<file path="config.mk">
export PLATFORM = sky130hd
export DESIGN_NAME = tdc_test_sequencer
export DESIGN_NICKNAME = d
export VERILOG_FILES = /design/src/rtl/tdc_test_pkg.sv /design/src/rtl/tdc_test_timer.sv /design/src/rtl/tdc_test_sequencer.sv
export SDC_FILE = /design/constraint.sdc
export NUM_CORES = 1
export LEC_CHECK = 0
export ABC_AREA = 1
export CORE_MARGIN = 5
export CORE_UTILIZATION = 35
export DETAILED_ROUTE_END_ITERATION = 10
export PLACE_DENSITY = 0.6
export RECOVER_POWER = 50
export SKIP_CTS_REPAIR_TIMING = 1
export SLEW_MARGIN = 40
export SYNTH_ARGS = -nofsm -noshare
export SYNTH_HDL_FRONTEND = slang
export SYNTH_SLANG_ARGS = --single-unit
</file>
<file path="constraint.sdc">
create_clock -name clk_i -period 2.3 [get_ports clk_i]
set_clock_uncertainty 0.1 [all_clocks]
set_input_delay 0.69 -clock clk_i [delete_from_list [all_inputs] [get_ports clk_i]]
set_output_delay 0.69 -clock clk_i [all_outputs]
set_load 0.02 [all_outputs]
</file>
<file path="src/rtl/tdc_test_pkg.sv">
// Shared types and defaults for the TDC self-test sequencer.
// Reset constants are in 25 MHz clk cycles.
package tdc_test_pkg;

    localparam int unsigned CNT_W_DEF = 20;
    localparam int unsigned NP_W_DEF  = 8;

    localparam int unsigned SETTLE_RST = 800000;
    localparam int unsigned GAP_RST    = 400;
    localparam int unsigned PERIOD_RST = 1000;
    localparam int unsigned NP_RST     = 1;

    typedef enum logic [2:0] {
        IDLE,
        SETTLE,
        PULSE_GAP,
        PULSE_HOLD,
        FINISH
    } state_e;

endpackage

</file>
<file path="src/rtl/tdc_test_timer.sv">
// Loadable down-counter; tc_o is high while the count is zero.
// A load value of N makes tc_o visible N edges after the loading edge.
module tdc_test_timer
    import tdc_test_pkg::*;
#(
    parameter int unsigned CNT_W = CNT_W_DEF
) (
    input  logic             clk_i,
    input  logic             reset_i,
    input  logic             load_i,
    input  logic [CNT_W-1:0] load_val_i,
    output logic             tc_o
);

    logic [CNT_W-1:0] cnt_q, cnt_d;

    always_comb begin
        cnt_d = cnt_q;
        if (load_i) begin
            cnt_d = load_val_i;
        end else if (cnt_q != '0) begin
            cnt_d = cnt_q - CNT_W'(1);
        end
    end

    always_ff @(posedge clk_i) begin
        if (reset_i) begin
            cnt_q <= '0;
        end else begin
            cnt_q <= cnt_d;
        end
    end

    assign tc_o = (cnt_q == '0);

endmodule

</file>
<file path="src/rtl/tdc_test_sequencer.sv">
// Sequences UC-commanded teststart/teststop pulse pairs into the TDC after a
// settle delay; abortable, all outputs registered.
module tdc_test_sequencer #(
    parameter int unsigned CNT_W      = tdc_test_pkg::CNT_W_DEF,
    parameter int unsigned NP_W       = tdc_test_pkg::NP_W_DEF,
    parameter int unsigned SETTLE_RST = tdc_test_pkg::SETTLE_RST,
    parameter int unsigned GAP_RST    = tdc_test_pkg::GAP_RST,
    parameter int unsigned PERIOD_RST = tdc_test_pkg::PERIOD_RST,
    parameter int unsigned NP_RST     = tdc_test_pkg::NP_RST
) (
    input  logic             clk_i,
    input  logic             reset_i,
    input  logic             cfg_we_i,
    input  logic [CNT_W-1:0] cfg_settle_i,
    input  logic [CNT_W-1:0] cfg_gap_i,
    input  logic [CNT_W-1:0] cfg_period_i,
    input  logic [NP_W-1:0]  cfg_npairs_i,
    input  logic             go_i,
    input  logic             abort_i,
    output logic             teststart_o,
    output logic             teststop_o,
    output logic             testing_o,
    output logic             busy_o,
    output logic             done_o,
    output logic             aborted_o,
    output logic             cfg_err_o,
    output logic [NP_W-1:0]  pairs_done_o
);

    import tdc_test_pkg::*;

    state_e state_q, state_d;

    // UC-visible config registers
    logic [CNT_W-1:0] settle_q, gap_q, period_q;
    logic [NP_W-1:0]  npairs_q;

    // Snapshot of the config validated at go acceptance
    logic [CNT_W-1:0] run_gap_q, run_gap_d, run_period_q, run_period_d;
    logic [NP_W-1:0]  run_np_q, run_np_d;

    logic            teststart_q, teststart_d;
    logic            teststop_q, teststop_d;
    logic            testing_q, testing_d;
    logic            busy_q;
    logic            done_q, done_d;
    logic            aborted_q, aborted_d;
    logic            cfg_err_q, cfg_err_d;
    logic [NP_W-1:0] pairs_q, pairs_d;
    logic [NP_W-1:0] pairs_inc;

    logic             tmr_load;
    logic [CNT_W-1:0] tmr_val;
    logic             tmr_tc;

    logic cfg_ok;

    tdc_test_timer #(
        .CNT_W (CNT_W)
    ) u_timer (
        .clk_i      (clk_i),
        .reset_i    (reset_i),
        .load_i     (tmr_load),
        .load_val_i (tmr_val),
        .tc_o       (tmr_tc)
    );

    assign pairs_inc = pairs_q + NP_W'(1);
    assign cfg_ok    = (gap_q != '0) && (npairs_q != '0) && (period_q > gap_q);

    always_comb begin
        state_d      = state_q;
        run_gap_d    = run_gap_q;
        run_period_d = run_period_q;
        run_np_d     = run_np_q;
        teststart_d  = 1'b0;
        teststop_d   = 1'b0;
        testing_d    = testing_q;
        done_d       = 1'b0;
        aborted_d    = 1'b0;
        cfg_err_d    = 1'b0;
        pairs_d      = pairs_q;
        tmr_load     = 1'b0;
        tmr_val      = '0;

        unique case (state_q)
            IDLE: begin
                if (go_i) begin
                    if (!cfg_ok) begin
                        cfg_err_d = 1'b1;
                    end else begin
                        testing_d    = 1'b1;
                        pairs_d      = '0;
                        run_gap_d    = gap_q;
                        run_period_d = period_q;
                        run_np_d     = npairs_q;
                        tmr_load     = 1'b1;
                        // Zero settle fires the first start on the accepting edge
                        if (settle_q == '0) begin
                            teststart_d = 1'b1;
                            state_d     = PULSE_GAP;
                            tmr_val     = gap_q - CNT_W'(1);
                        end else begin
                            state_d = SETTLE;
                            tmr_val = settle_q - CNT_W'(1);
                        end
                    end
                end
            end
            SETTLE, PULSE_HOLD: begin
                if (tmr_tc) begin
                    teststart_d = 1'b1;
                    state_d     = PULSE_GAP;
                    tmr_load    = 1'b1;
                    tmr_val     = run_gap_q - CNT_W'(1);
                end
            end
            PULSE_GAP: begin
                if (tmr_tc) begin
                    teststop_d = 1'b1;
                    pairs_d    = pairs_inc;
                    tmr_load   = 1'b1;
                    if (pairs_inc == run_np_q) begin
                        state_d = FINISH;
                        tmr_val = CNT_W'(1);
                    end else begin
                        // Remaining distance to the next start: period - gap edges
                        state_d = PULSE_HOLD;
                        tmr_val = run_period_q - run_gap_q - CNT_W'(1);
                    end
                end
            end
            FINISH: begin
                // One done cycle with busy still high, then back to IDLE
                if (!tmr_tc) begin
                    done_d    = 1'b1;
                    testing_d = 1'b0;
                end else begin
                    state_d = IDLE;
                end
            end
            default: state_d = IDLE;
        endcase

        if (state_q != IDLE && abort_i) begin
            state_d     = IDLE;
            teststart_d = 1'b0;
            teststop_d  = 1'b0;
            testing_d   = 1'b0;
            done_d      = 1'b0;
            aborted_d   = 1'b1;
            pairs_d     = pairs_q;
            tmr_load    = 1'b0;
        end
    end

    always_ff @(posedge clk_i) begin
        if (reset_i) begin
            state_q      <= IDLE;
            settle_q     <= CNT_W'(SETTLE_RST);
            gap_q        <= CNT_W'(GAP_RST);
            period_q     <= CNT_W'(PERIOD_RST);
            npairs_q     <= NP_W'(NP_RST);
            run_gap_q    <= '0;
            run_period_q <= '0;
            run_np_q     <= '0;
            teststart_q  <= 1'b0;
            teststop_q   <= 1'b0;
            testing_q    <= 1'b0;
            busy_q       <= 1'b0;
            done_q       <= 1'b0;
            aborted_q    <= 1'b0;
            cfg_err_q    <= 1'b0;
            pairs_q      <= '0;
        end else begin
            state_q      <= state_d;
            run_gap_q    <= run_gap_d;
            run_period_q <= run_period_d;
            run_np_q     <= run_np_d;
            teststart_q  <= teststart_d;
            teststop_q   <= teststop_d;
            testing_q    <= testing_d;
            busy_q       <= (state_d != IDLE);
            done_q       <= done_d;
            aborted_q    <= aborted_d;
            cfg_err_q    <= cfg_err_d;
            pairs_q      <= pairs_d;
            if (cfg_we_i && state_q == IDLE) begin
                settle_q <= cfg_settle_i;
                gap_q    <= cfg_gap_i;
                period_q <= cfg_period_i;
                npairs_q <= cfg_npairs_i;
            end
        end
    end

    assign teststart_o  = teststart_q;
    assign teststop_o   = teststop_q;
    assign testing_o    = testing_q;
    assign busy_o       = busy_q;
    assign done_o       = done_q;
    assign aborted_o    = aborted_q;
    assign cfg_err_o    = cfg_err_q;
    assign pairs_done_o = pairs_q;

endmodule

</file>
Yosys cells after proc, flatten, opt, wreduce, memory -nomap -nowiden
Index checks and enable logic that the tools add are counted.
- memories kept: 0
- memory bits (read-only): 0
- latch bits: 0
- RAM bits: 0
- bits in registers: 154
- $mul: 0
- bitwise logic cells: 5
- equality and inequality tests: 9
- shift-type cells: 0
- mux-type cells: 38
- add/sub/neg operators: 7
- reduce and logical (&&, ||, !) cells: 24
- magnitude comparators: 1
- div/mod/pow operators: 0
- operators by type and width (cell ; number):
    20-bit two-way mux ; 8
    20-bit by 1-bit subtractor with 20-bit output (second input constant) ; 5
    20-bit case mux with 3 select lines ; 1
    20-bit zero test ; 2
    20-bit nonzero test ; 2
    8-bit two-way mux ; 3
    3-bit two-way mux ; 7
    20-bit greater-than comparator ; 1
    20-bit subtractor ; 1
    8-bit case mux with 2 select lines ; 1
    1-bit two-way mux ; 13
    3-bit case mux with 4 select lines ; 1
    3-bit OR reduction ; 4
    8-bit by 1-bit adder with 8-bit output (second input constant) ; 1
    8-bit == test ; 1
    2-bit != test (second input constant) ; 4
    8-bit nonzero test ; 1
    3-bit by 2-bit == test with 1-bit output (second input constant) ; 2
    1-bit case mux with 2 select lines ; 3
    2-bit nonzero test ; 3
    3-bit nonzero test ; 2
    1-bit NOT ; 5
    5-bit AND reduction ; 1
    1-bit logical AND ; 4
    other kinds (7) ; 8

Logic depth before layout (Yosys ltp)
Gate-level depths: netlist of run 1.
- word-level depth: 8
- mapped depth: 18

By module
A second synthesis of run 1 with hierarchy kept.
- cell total of the unflattened synthesis: 1411
- area total of the unflattened synthesis: 9613.0 µm²
- modules (own cells, without submodules) (module ; times used ; area each (µm²) ; seq. area each (µm²) ; cells each):
    tdc_test_sequencer ; 1 ; 8259.2 ; 2682.6 ; 1217
    tdc_test_timer ; 1 ; 1353.8 ; 400.4 ; 194

Worst setup path after synthesis of run 1
Ideal clock, no wire load.
- kind: flip-flop to flip-flop
- start: register pairs_q[0] (netlist: pairs_done_o[0])
- end: register u_timer.cnt_q[9]
- slack: 0.126 ns
- data required time: 2.091 ns
- buffers on the path: 0
- cell stages (with the launch flop): 17
- arrival: 1.965 ns
- path through: dfxtp_1 ha_1 nand3_1 nor2_1 nand2_1 nand2_1 nand2_1 nand2_1 nand2_1 nor2_1 nand3_2 nand2_4 nor2_1 nor3_2 nand2_1 nand2_1 inv_1
- longest elaborated chain between the ends: 6
- ends and longest elaborated chain (what ; line ; text):
    start, declared ; tdc_test_sequencer.sv:49 ; logic [NP_W-1:0] pairs_q, pairs_d;
    start signal, assigned ; tdc_test_sequencer.sv:187 ; pairs_q <= pairs_d;
    8-bit by 1-bit adder with 8-bit output ; tdc_test_sequencer.sv:68 ; assign pairs_inc = pairs_q + NP_W'(1);
    8-bit == test ; tdc_test_sequencer.sv:123 ; if (pairs_inc == run_np_q) begin
    20-bit two-way mux ; tdc_test_sequencer.sv:123 ;
    20-bit two-way mux ; tdc_test_sequencer.sv:119 ; if (tmr_tc) begin
    20-bit case mux with 3 select lines ; tdc_test_sequencer.sv:86 ; unique case (state_q)
    20-bit two-way mux ; tdc_test_timer.sv:19 ; if (load_i) begin
    end signal, assigned ; tdc_test_timer.sv:30 ; cnt_q <= cnt_d;
    end, declared ; tdc_test_timer.sv:15 ; logic [CNT_W-1:0] cnt_q, cnt_d;
Every way passes these cells.
A chain may end at the register's enable or synchronous reset.

Worst setup path after layout of run 1
- start: register gap_q[14]
- end: register u_timer.cnt_q[19]
- longest elaborated chain between the ends: 8
- elaborated cells on any way between the ends: 15
- ends and longest elaborated chain (what ; line ; text):
    start, declared ; tdc_test_sequencer.sv:35 ; logic [CNT_W-1:0] settle_q, gap_q, period_q;
    start signal, assigned ; tdc_test_sequencer.sv:161 ; gap_q <= CNT_W'(GAP_RST);
    start signal, assigned ; tdc_test_sequencer.sv:190 ; gap_q <= cfg_gap_i;
    branches (longest 8 deep; another with 20-bit by 1-bit subtractor with 20-bit output) ; -- ;
Several ways; the timed one is not identified.

==> results of run 1 <==
[power breakdown]
part	total, mW	leakage, nW	internal [mW]	switching, mW
Sequential	3.50	1.27	3.13	0.362
Combinational	7.13	4.79	3.05	4.08
Clock	2.86	0.284	1.54	1.32
Total	13.5	6.35	7.72	5.77
[cells in the final DEF, fill, tap and decap left out, types with 3 or more instances in the layout]
cell type / count
a21o_1: 4
a21oi_1: 139
a21oi_2: 15
buf_12: 7
buf_4: 204
buf_6: 8
buf_8: 4
clkbuf_16: 21
clkdlybuf4s50_1: 80
dfxtp_1: 132
dfxtp_2: 21
dlymetal6s2s_1: 6
ha_1: 23
ha_2: 6
ha_4: 14
inv_1: 132
inv_2: 21
inv_6: 6
inv_8: 5
nand2_1: 350
nand2_2: 23
nand2_4: 5
nand2_8: 4
nand3_1: 79
nand3_2: 12
nand3_4: 8
nand3b_1: 3
nand4_1: 42
nor2_1: 127
nor2_2: 23
nor2_4: 18
nor3_1: 8
nor4_1: 7
o211ai_1: 12
o21a_1: 5
o21ai_0: 62
o21ai_1: 21
xnor2_1: 10
xor2_1: 31
[synthesized netlist by cell type, drive strengths merged]
cell type and instances:
a211oi 1, a21boi 2, a21o 4, a21oi 154, a31oi 1, and2 2
buf 18, clkbuf 35, clkinv 2, dfxtp 154, fa 1, ha 43
inv 154, nand2 382, nand3 99, nand3b 3, nand4 45, nor2 168
nor3 11, nor3b 2, nor4 7, o211ai 12, o21a 5, o21ai 85
o21bai 3, o221ai 1, o22ai 1, o31ai 1, or2 6, xnor2 10
xnor3 1, xor2 31
[metrics by stage]
stage                     utilization, %  instance area [sq um]  power (mW)  instances  setup TNS, ps
after floorplan                        -                   9478       7.209       1444              0
after global placement             45.59                  12220       9.604       2032         -12310
after detailed placement           45.59                  12220       9.637       2032         -13130
after CTS                          47.75                  12800       12.51       2064         -14070
after global routing               51.45                  13790       14.34       2081          -7140
final                              51.45                  13790       13.49       2081          -2405
[cells by family (layout without fill, tap and decap cells)]
group / count (synthesis) / count (layout) / synth area share, %
AO/OA/AOI/OAI: 270 / 270 / 15.10
XOR/XNOR: 42 / 42 / 4.026
adder cells (fa/ha/maj): 44 / 44 / 5.888
buffers and inverters: 209 / 505 / 8.713
flip-flops: 154 / 154 / 32.53
AND/OR/NAND/NOR: 725 / 725 / 33.74
[registers in the layout (all words and copies together) (netlist names)]
signal         flops
testing_o          1
state_q            3
run_np_q           8
period_q          20
aborted_o          1
npairs_q           8
teststop_o         1
pairs_done_o       8
gap_q             20
done_o             1
run_gap_q         20
teststart_o        1
settle_q          20
cfg_err_o          1
busy_o             1
u_timer.cnt_q     20
run_period_q      20
[metal layers]
layer / part of all wire [%] / GRT usage [%] / vias up
met1: 46 / 29.51 / 4749
li1: - / - / 5303
met4: 3.2 / 7.267 / 0
met3: 5.7 / 3.393 / 57
met5: 0 / 0 / -
met2: 46 / 34.18 / 321
[area by class of cell]
cell class	count	area (sq um)	area share, %
clock buffers	18	429.2	3.113
flip-flops and latches	154	3113	22.58
well taps	341	426.7	3.094
multi-input cells	1081	6252	45.34
clock inverters	14	148.9	1.080
inverters	156	598.1	4.338
repair buffers	317	2820	20.45
[critical path: stages (launching register included)]
cell and delay, ps:
dfxtp_2 340, inv_1 60, ha_1 300, nand4_1 150
nor2_2 200, nor3b_4 260, nor2_4 80, nand3_4 120
nand2_4 80, nand2_8 110, buf_8 150, nand2_8 70
nand2_8 100, inv_6 50, nand2_4 60, inv_2 30
nand2_1 50, inv_1 30
[worst max path at each step]
stage / endpoint / depth (start not counted)
3_5_place_dp: u_timer.cnt_q[2] / 14
5_1_grt: u_timer.cnt_q[11] / 15
6_report: u_timer.cnt_q[19] / 17
3_3_place_gp: u_timer.cnt_q[17] / 13
2_1_floorplan: u_timer.cnt_q[9] / 16
4_1_cts: run_period_q[4] / 12
==> results.toml, run 1 <==
[route]
routed_via_density = 5.012
drt-total-wl_microns = 34600
firstDrtPassIters = 5
wl_per_cell_microns = 16.63
drc = 0
vias = 10430
drt_iter0_markers = 799
drtAntennaViolNets = 0

[timing]
setup_violations = 23
hold_viol_final = 0
slew_headroom_pct = 57.17
finalCritPeriodShare_pct = 106.9
max_clock_freq_mhz = 406.6
layout_setup_ws_ps = -159.6
grt_setup_unrepaired = "true"
worst_hold_slack_ps = 376.2
maxSlewViolCount = 0
post-route-min-period_ps = 2460
tightest_slew_ps = 642.4

[yosys]
synth-seq-cells = 154
syn_nets = 1561
synth.avg_cell_area_sq_um = 6.564
yosysWarnings = 0
netlist_area_sq_mm = 0.009478
synth_area_leader_cell = "dfxtp_1"
synthCells = 1444
synth_top_area_share_pct = 32.53
ys_seq_area_share_pct = 32.53
yosys.cell_types.count = 48
synthTopCellsByArea = "dfxtp_1 33%, nand2_1 15%, a21oi_1 8.1%"

[hold_path]
min_from = "run_np_q[2]"
holdPathEnd = "run_np_q[2]"
hold_class = "register to register"
min_path_cells = 2

[worst_setup_path]
start_kind = "register"
r2r_cells = 17
startpoint = "gap_q[14]"
r2r_end = "u_timer.cnt_q[19]"
worstPathMaxFanout = 7
cp-end-kind = "register"
rr_startpoint = "gap_q[14]"
required_ps = 2530
worstSetupPathType = "register to register"
r2r_slack_ps = -160
arrival_ps = 2690

[clock_tree]
clk_latency_ps = 440
cts_buffer_depth = 2
cts_buffers = 17
ctsHtreeMaxLevel = 4
cts_root_buffer = "clkbuf_16"
clock_sinks = 154
clkTransAtPathRegs_ps = 70
cts_tree = "built"

[floorplan]
dieWidth_microns = 174.6
initial_core_util_pct = 35.36
fp.dieArea_sq_mm = 0.03047
die_h_microns = 174.6
fp-row-count = 60
ioPinCount = 88
core_area_sq_mm = 0.02680

[finish]
area_delta_synth_final_pct = 45.48
fin_nets = 1844
final_layout_size_suffix_gt1_share_pct = 25.98
antenna_cells = 0
n_fill_cell = 2602

[placed_design]
place_ws_ps = -332.8
hpwlAfterDp_microns = 26720
globalplace.congestion = 0.9348
portBuffers = 87

[power]
p_leak_nw = 6.346
pwr_density_cell_mw_per_mm2 = 978.3
peakVddDrop_uv = 528.3

[run_status]
violations = "negative setup slack"
outcome = "finished with violations"

[global_routing]
grt_pass1_vias = 9797
grtUsageTotal_pct = 21.41
grt_overflow = 0
grt_pass1_wl_microns = 52200
antenna_found_initial = 0
grt_max_degree = 73

[run]
maxCapViolations = 0
Power figures use the tool's default switching activity.
==> run 2, diff against run 1 <==
--- a/config.mk
+++ b/config.mk
@@ -12,7 +12,6 @@
 export PLACE_DENSITY = 0.6
 export RECOVER_POWER = 50
 export SKIP_CTS_REPAIR_TIMING = 1
-export SLEW_MARGIN = 40
 export SYNTH_ARGS = -nofsm -noshare
 export SYNTH_HDL_FRONTEND = slang
 export SYNTH_SLANG_ARGS = --single-unit
==> results of run 2 <==
Final layout, timing and power as in run 1 (identical DEF).
